### src/rtl/wb_cmd_master.sv
// Wishbone classic master fed by a command FIFO, returning one response per command,
// with an interrupt-enable shadow snooped from writes to the target control register.
module wb_cmd_master #(
  parameter int unsigned ADDR_WIDTH = 2,
  parameter int unsigned DATA_WIDTH = 8,
  parameter int unsigned CMD_DEPTH  = 4,
  parameter int unsigned TIMEOUT    = 255,
  parameter int unsigned IE_ADDR    = 0,
  parameter int unsigned IE_BIT     = 6
) (
  input  logic                  clk_i,
  input  logic                  rst_i,
  // command push
  input  logic                  cmd_valid_i,
  output logic                  cmd_ready_o,
  input  logic                  cmd_we_i,
  input  logic [ADDR_WIDTH-1:0] cmd_adr_i,
  input  logic [DATA_WIDTH-1:0] cmd_dat_i,
  // response pop
  output logic                  rsp_valid_o,
  input  logic                  rsp_ready_i,
  output logic [DATA_WIDTH-1:0] rsp_dat_o,
  output logic                  rsp_we_o,
  output logic                  rsp_err_o,
  // wishbone classic master
  output logic                  cyc_o,
  output logic                  stb_o,
  output logic                  we_o,
  output logic [ADDR_WIDTH-1:0] adr_o,
  output logic [DATA_WIDTH-1:0] dat_o,
  input  logic [DATA_WIDTH-1:0] dat_i,
  input  logic                  ack_i,
  // interrupt gating
  input  logic                  irq_i,
  output logic                  irq_o,
  output logic                  irq_viol_o,
  input  logic                  viol_clr_i
);

  localparam int unsigned PTR_W = $clog2(CMD_DEPTH);
  localparam int unsigned CNT_W = PTR_W + 1;
  localparam int unsigned TO_W  = $clog2(TIMEOUT + 1);

  typedef struct packed {
    logic                  we;
    logic [ADDR_WIDTH-1:0] adr;
    logic [DATA_WIDTH-1:0] dat;
  } cmd_t;

  typedef enum logic [1:0] {IDLE, BUS, RESP} state_t;

  state_t           state;
  cmd_t             mem [CMD_DEPTH];
  cmd_t             head;
  logic [PTR_W-1:0] wr_ptr;
  logic [PTR_W-1:0] rd_ptr;
  logic [CNT_W-1:0] count;
  logic [CNT_W-1:0] count_nxt;
  logic [TO_W-1:0]  to_cnt;
  logic [TO_W-1:0]  to_inc;
  logic             push;
  logic             pop;
  logic             ie;

  assign push   = cmd_valid_i && cmd_ready_o;
  assign pop    = (state == IDLE) && (count != '0);
  assign head   = mem[rd_ptr];
  assign to_inc = to_cnt + TO_W'(1);
  assign irq_o  = irq_i & ie;

  always_comb begin
    count_nxt = count + CNT_W'(push) - CNT_W'(pop);
  end

  // FIFO storage needs no reset: only entries below count are ever read
  always_ff @(posedge clk_i) begin
    if (push) begin
      mem[wr_ptr] <= '{we: cmd_we_i, adr: cmd_adr_i, dat: cmd_dat_i};
    end
  end

  // FIFO pointers, occupancy and the registered ready flag
  always_ff @(posedge clk_i or negedge rst_i) begin
    if (!rst_i) begin
      wr_ptr      <= '0;
      rd_ptr      <= '0;
      count       <= '0;
      cmd_ready_o <= 1'b0;
    end else begin
      if (push) wr_ptr <= wr_ptr + PTR_W'(1);
      if (pop)  rd_ptr <= rd_ptr + PTR_W'(1);
      count       <= count_nxt;
      cmd_ready_o <= (count_nxt != CNT_W'(CMD_DEPTH));
    end
  end

  // transfer sequencer with registered bus and response outputs
  always_ff @(posedge clk_i or negedge rst_i) begin
    if (!rst_i) begin
      state       <= IDLE;
      cyc_o       <= 1'b0;
      stb_o       <= 1'b0;
      we_o        <= 1'b0;
      adr_o       <= '0;
      dat_o       <= '0;
      to_cnt      <= '0;
      rsp_valid_o <= 1'b0;
      rsp_dat_o   <= '0;
      rsp_we_o    <= 1'b0;
      rsp_err_o   <= 1'b0;
      ie          <= 1'b0;
    end else begin
      case (state)
        IDLE: begin
          if (pop) begin
            state  <= BUS;
            cyc_o  <= 1'b1;
            stb_o  <= 1'b1;
            we_o   <= head.we;
            adr_o  <= head.adr;
            dat_o  <= head.we ? head.dat : '0;
            to_cnt <= '0;
          end
        end
        BUS: begin
          if (ack_i) begin
            state       <= RESP;
            cyc_o       <= 1'b0;
            stb_o       <= 1'b0;
            we_o        <= 1'b0;
            adr_o       <= '0;
            dat_o       <= '0;
            rsp_valid_o <= 1'b1;
            rsp_we_o    <= we_o;
            rsp_dat_o   <= we_o ? '0 : dat_i;
            rsp_err_o   <= 1'b0;
            if (we_o && (adr_o == ADDR_WIDTH'(IE_ADDR))) begin
              ie <= dat_o[IE_BIT];
            end
          end else begin
            to_cnt <= to_inc;
            // the cycle that brings the wait count to TIMEOUT is the last one on the bus
            if (to_inc == TO_W'(TIMEOUT)) begin
              state       <= RESP;
              cyc_o       <= 1'b0;
              stb_o       <= 1'b0;
              we_o        <= 1'b0;
              adr_o       <= '0;
              dat_o       <= '0;
              rsp_valid_o <= 1'b1;
              rsp_we_o    <= we_o;
              rsp_dat_o   <= '0;
              rsp_err_o   <= 1'b1;
            end
          end
        end
        RESP: begin
          if (rsp_ready_i) begin
            state       <= IDLE;
            rsp_valid_o <= 1'b0;
          end
        end
        default: state <= IDLE;
      endcase
    end
  end

  // sticky violation: a new violation outranks a simultaneous clear
  always_ff @(posedge clk_i or negedge rst_i) begin
    if (!rst_i) begin
      irq_viol_o <= 1'b0;
    end else if (irq_i && !ie) begin
      irq_viol_o <= 1'b1;
    end else if (viol_clr_i) begin
      irq_viol_o <= 1'b0;
    end
  end

endmodule

### config.mk
export PLATFORM = sky130hd
export DESIGN_NAME = wb_cmd_master
export DESIGN_NICKNAME = d
export VERILOG_FILES = /design/src/rtl/wb_cmd_master.sv
export SDC_FILE = /design/constraint.sdc
export NUM_CORES = 1
export LEC_CHECK = 0
export ABC_AREA = 1
export BUFFER_PORTS_ARGS = -buffer_cell sky130_fd_sc_hd__buf_2
export CORE_MARGIN = 2
export CORE_UTILIZATION = 55
export DETAILED_ROUTE_END_ITERATION = 12
export PLACE_DENSITY = 0.85
export SYNTH_ARGS = -nofsm -noshare
export SYNTH_HDL_FRONTEND = slang
export SYNTH_SLANG_ARGS = --single-unit
export TNS_END_PERCENT = 10
### constraint.sdc
create_clock -name clk_i -period 6.9 [get_ports clk_i]
set_input_delay 1.035 -clock clk_i [delete_from_list [all_inputs] [get_ports clk_i]]
set_output_delay 1.035 -clock clk_i [all_outputs]
set_load 0.1 [all_outputs]
## After elaboration in Yosys (flattened, before gate mapping)

Memory sizes are Yosys's and may differ from the RTL's.
Cells that the tools add are included.
W data, S select, Z words.

- Register bits after elaboration: 43
- Latch bits: 0
- Memory bits (writable): 44
- Bits in read-only memories: 0
- Input port bits: 26
- Output and inout port bits: 27
- Logic and storage cells: 85
- Memories kept: 1

- Add/subtract/negate cells: 5
- Multipliers: 0
- Divide/modulo/power cells: 0
- Order comparisons: 0
- Eq/ne operators: 8
- Shifts and indexed selects: 0
- Multiplexer cells: 36
- Bitwise gates (word level): 1
- Reduce and logical (&&, ||, !) cells: 18

Memories:

| memory | depth | width | rd ports | clocked after memory_dff | write ports | RTL line | RTL |
|---|---|---|---|---|---|---|---|
| mem | 4 | 11 | 1 | 0 | 1 | 53 | `cmd_t mem [CMD_DEPTH];` |

Operators by type and width:

| kind | count |
|---|---|
| $mux W8 | 8 |
| $pmux W8 S2 | 2 |
| $reduce_and A3 Y1 | 5 |
| $mux W1 | 14 |
| $mux W2 | 7 |
| $add A8 B1 Y8 const B | 1 |
| $eq A8 B8 Y1 const B | 1 |
| $reduce_bool A2 Y1 | 4 |
| $ne A2 B2 Y1 const B | 3 |
| $ne A3 B3 Y1 const B | 2 |
| $pmux W1 S2 | 3 |
| $pmux W2 S3 | 1 |
| $add A2 B1 Y2 const B | 2 |
| $logic_and A1 B1 Y1 | 4 |
| $logic_not A2 Y1 | 2 |
| $pmux W2 S2 | 1 |
| $add A3 B1 Y3 | 1 |
| $reduce_bool A3 Y1 | 1 |
| $sub A3 B1 Y3 | 1 |
| $eq A2 B1 Y1 const B | 1 |
| $eq A2 B2 Y1 const B | 1 |
| $reduce_and A2 Y1 | 1 |
| $and A1 B1 Y1 | 1 |
| $logic_not A1 Y1 | 1 |

## Longest topological paths before layout

- Depth after elaboration: 5
- Depth in mapped cells: 13
- Gate-level depth less buffers: 12

## Least setup slack after synthesis

OpenSTA, ideal clock, no wires.

- Kind: flip-flop to flip-flop
- Start point: register cmd_ready_o
- End point: register cmd_ready_o
- Setup time: 124 ps
- Arrival: 2,583 ps
- Data required time: 6,776 ps
- Setup slack: 4,193 ps
- Cell stages (with the launch flop): 9
- Path buffers: 0
- Clock period less this slack: 2,707 ps
- Path through: dfrtp_1 nand2_1 ha_1 inv_1 ha_1 fa_1 xnor2_1 xor2_1 nand2_1

- Word-level cells in the longest chain between the ends: 4

Ends and longest elaborated chain:

| item | RTL line | RTL |
|---|---|---|
| start: declaration | 15 | `output logic cmd_ready_o,` |
| start signal: assignment | 93 | `cmd_ready_o <= (count_nxt != CNT_W'(CMD_DEPTH));` |
| $logic_and A1 B1 Y1 | 65 | `assign push = cmd_valid_i && cmd_ready_o;` |
| $add A3 B1 Y3 | 72 | `count_nxt = count + CNT_W'(push) - CNT_W'(pop);` |
| $sub A3 B1 Y3 | 72 |  |
| via count_nxt[2] | 58 | `logic [CNT_W-1:0] count_nxt;` |
| $ne A3 B3 Y1 | 93 |  |

The timed path passes the listed nets, and every way through them passes these cells.
A chain may end at the register's enable or synchronous reset.

## Worst setup path after layout

- Start point: input irq_i
- End point: output irq_o

- Word-level cells in the longest chain between the ends: 1

Ends and longest elaborated chain:

| item | RTL line | RTL |
|---|---|---|
| start: declaration | 34 | `input logic irq_i,` |
| $and A1 B1 Y1 | 69 | `assign irq_o = irq_i & ie;` |
| end: declaration | 35 | `output logic irq_o,` |

Every way passes these cells.

==> results.py <==
metrics = {
    "status": {
        "status": "completed",
    },
    "yosys": {
        "synth_xor_area_frac": 0.00925,
        "synth_top_family_by_area": "simple AND/OR/NAND/NOR gates",
        "ys_ff_latch": 87,
        "yosys.area_share.simple": 0.206,
        "synth.distinct_cells": 29,
        "synth_nets": 400,
        "yosysWarnings": 0,
        "synth-compound-area-share": 0.0674,
        "synthAdderAreaFrac": 0.0317,
        "ys_seq_area_frac": 0.633,
        "avgSynthCellArea_um2": 10.4,
        "postSynthCellCount": 365,
        "synth_top_area_cell": "edfxtp_1",
        "synth_top_cell_area_share": 0.349,
        "synth_area_leaders": "edfxtp_1, dfrtp_1, nand2_1",
        "syn_area_um2": 3790,
        "synthMuxAreaShare": 0.00297,
    },
    "routing": {
        "drtAntennaViolNets": 0,
        "wire_per_inst_um": 14.5,
        "drt_iter0_drc": 123,
        "vias": 2705,
        "wl_mm": 7.28,
        "via_per_inst": 5.40,
        "first_pass_iters": 4,
        "drc": 0,
    },
    "clocking": {
        "postCtsSetupRepairBufs": 0,
        "numCtsBuffers": 9,
        "cts_root_buffer": "clkbuf_8",
        "cts_tree": "yes",
        "cts_num_sinks": 87,
        "cts_hold_buf": 0,
        "clk_latency_ns": 0.36,
        "clk_pin_slew_ns": 0.09,
        "cts_buffer_depth": 2,
        "htreeDepth": 3,
        "ctsResizeCount": 0,
    },
    "global_route": {
        "grt.total_usage": 0.206,
        "grt_overflow": 0,
        "grt_pass1_wl_mm": 11.9,
        "grt_pass1_vias": 2587,
        "antenna_found_initial": 0,
        "grt_max_degree": 44,
    },
    "power_and_ir_drop": {
        "pwr-share-seq": 0.361,
        "clockPowerShare": 0.181,
        "switchingPower_mw": 1.10,
        "p_leak_nw": 1.96,
        "p_int_mw": 1.11,
        "irDropWorstVdd_v": 0.000186,
        "powerDensity_nw_per_um2": 515,
        "p_sw_frac": 0.498,
        "power_mw": 2.21,
        "power_frac_comb": 0.458,
    },
    "place": {
        "routabilityCongestion": 0.773,
        "dp_hpwl_mm": 4.74,
        "portBuffers": 52,
        "pre_cts_ws_ns": 4.08,
    },
    "sta": {
        "slew_violations": 0,
        "timing.setup.tns_ns": 0,
        "fin_crit_ns": 2.65,
        "fin_ws_ns": 4.25,
        "holdWs_ns": 0.481,
        "grt_setup_unrepaired": "no",
        "max-slew-margin-rel": 0.276,
        "max_freq_mhz": 377,
        "hold_viol_final": 0,
        "worst_slew_pin_slew_ns": 1.08,
        "skew_ns": 0.0110,
        "period_share": 0.384,
        "setup_viol": 0,
    },
    "critical_path": {
        "critPathCaptureType": "primary output",
        "cp_max_fo": 2,
        "cp.arrival_ns": 1.61,
        "crit_required_ns": 5.86,
        "cp-start-kind": "input port",
        "ff2ff_path_depth": 9,
        "path_class": "in2out",
    },
    "floorplanning": {
        "core_area_um2": 6720,
        "rows": 30,
        "die_x_um": 87.0,
        "die_area_um2": 7560,
        "io_pins": 53,
        "die_h_um": 87.0,
        "initial_core_util": 0.564,
    },
    "layout": {
        "syn_to_final_growth_pct": 13.5,
        "drive_gt1_frac": 0.219,
        "fin_nets": 451,
        "fillerInstances": 530,
        "final_util": 0.640,
        "diodes": 0,
    },
    "flow_run": {
        "maxCapViolCount": 0,
    },
    "worst_hold_path": {
        "hold_path_depth": 2,
        "hold_class": "reg2reg",
    },
}
worst max-delay path, stage by stage:
cell     delay [ns]
buf_2          0.09
nand2_1        0.04
inv_1          0.04
buf_2          0.41
path summary, 6_finish.rpt:
check,end,slack (ns),start
worst max-delay path,irq_o,4.25,irq_i
worst min-delay path,rsp_err_o,0.48,rsp_err_o
worst max register to register,cmd_ready_o,4.29,count[1]
worst min register to register,rsp_err_o,0.48,rsp_err_o
max in group asynchronous,rsp_dat_o[4],5.52,rst_i
min in group asynchronous,rd_ptr[0],0.80,rst_i
stage by stage:
stage / std cells / instance area (um2)
finish: 501 / 4300
global route: 501 / 4300
CTS: 501 / 4300
detailed placement: 485 / 4070
global placement: 485 / 4070
floorplan: 365 / 3790
logic make-up after synthesis:
group / Yosys count
buf+inv: 43
compound gates: 47
simple gates: 174
mux: 1
flops: 87
xor+xnor: 4
fa+ha+maj: 9
synth_stat cells, drive strengths merged:
cell type and instances:
a21oi 17, inv 29, fa 1, o22ai 7
edfxtp 44, buf 5, nand2 112, o31ai 1
nand3 17, dfrtp 43, xor2 3, o21ai 22
nor3 1, clkinv 2, mux2 1, ha 8
nor2 34, clkbuf 7, nand4 10, xnor2 1
layer usage:
metal	global-route usage	vias up	wire (um)
met3	0.0436	13	428
met1	0.262	1284	3210
li1	-	1315	-
met4	0.102	0	156
met5	0	-	0
met2	0.335	93	3490
layout by cell type (no fill, tap or decap), drive strengths merged:
master    n
a21oi    17
buf      52
bufinv    2
clkbuf    9
clkinv    4
dfrtp    43
edfxtp   44
fa        1
ha        8
inv      32
mux2      1
nand2   112
nand3    17
nand4    10
nor2     34
nor3      1
o21ai    22
o22ai     7
o31ai     1
xnor2     1
xor2      3
power groups by stage:
stage,Combinational [mW],Sequential [mW],Clock (mW)
after floorplan,0.492,1.15,0
after global placement,0.985,0.802,0
after detailed placement,1.02,0.808,0
after CTS,1.02,0.799,0.405
after global routing,1.10,0.815,0.426
final,1.01,0.800,0.401
sequential cells by signal, summed over array words and instances, names as in the netlist, 2 cells and up:
name       cells
mem           44
dat_o          8
rsp_dat_o      8
to_cnt         8
count          3
adr_o          2
rd_ptr         2
state          2
wr_ptr         2
final cells by class:
cell class	instances	area (um2)	area share
Clock buffer	9	124	0.0288
Clock inverter	7	101	0.0236
Inverter	31	116	0.0271
Multi-Input combinational cell	235	1200	0.279
Sequential cell	87	2400	0.558
Tap cell	80	100	0.0233
Timing Repair Buffer	52	260	0.0605
Note: power is estimated with default switching activity, not from simulation.
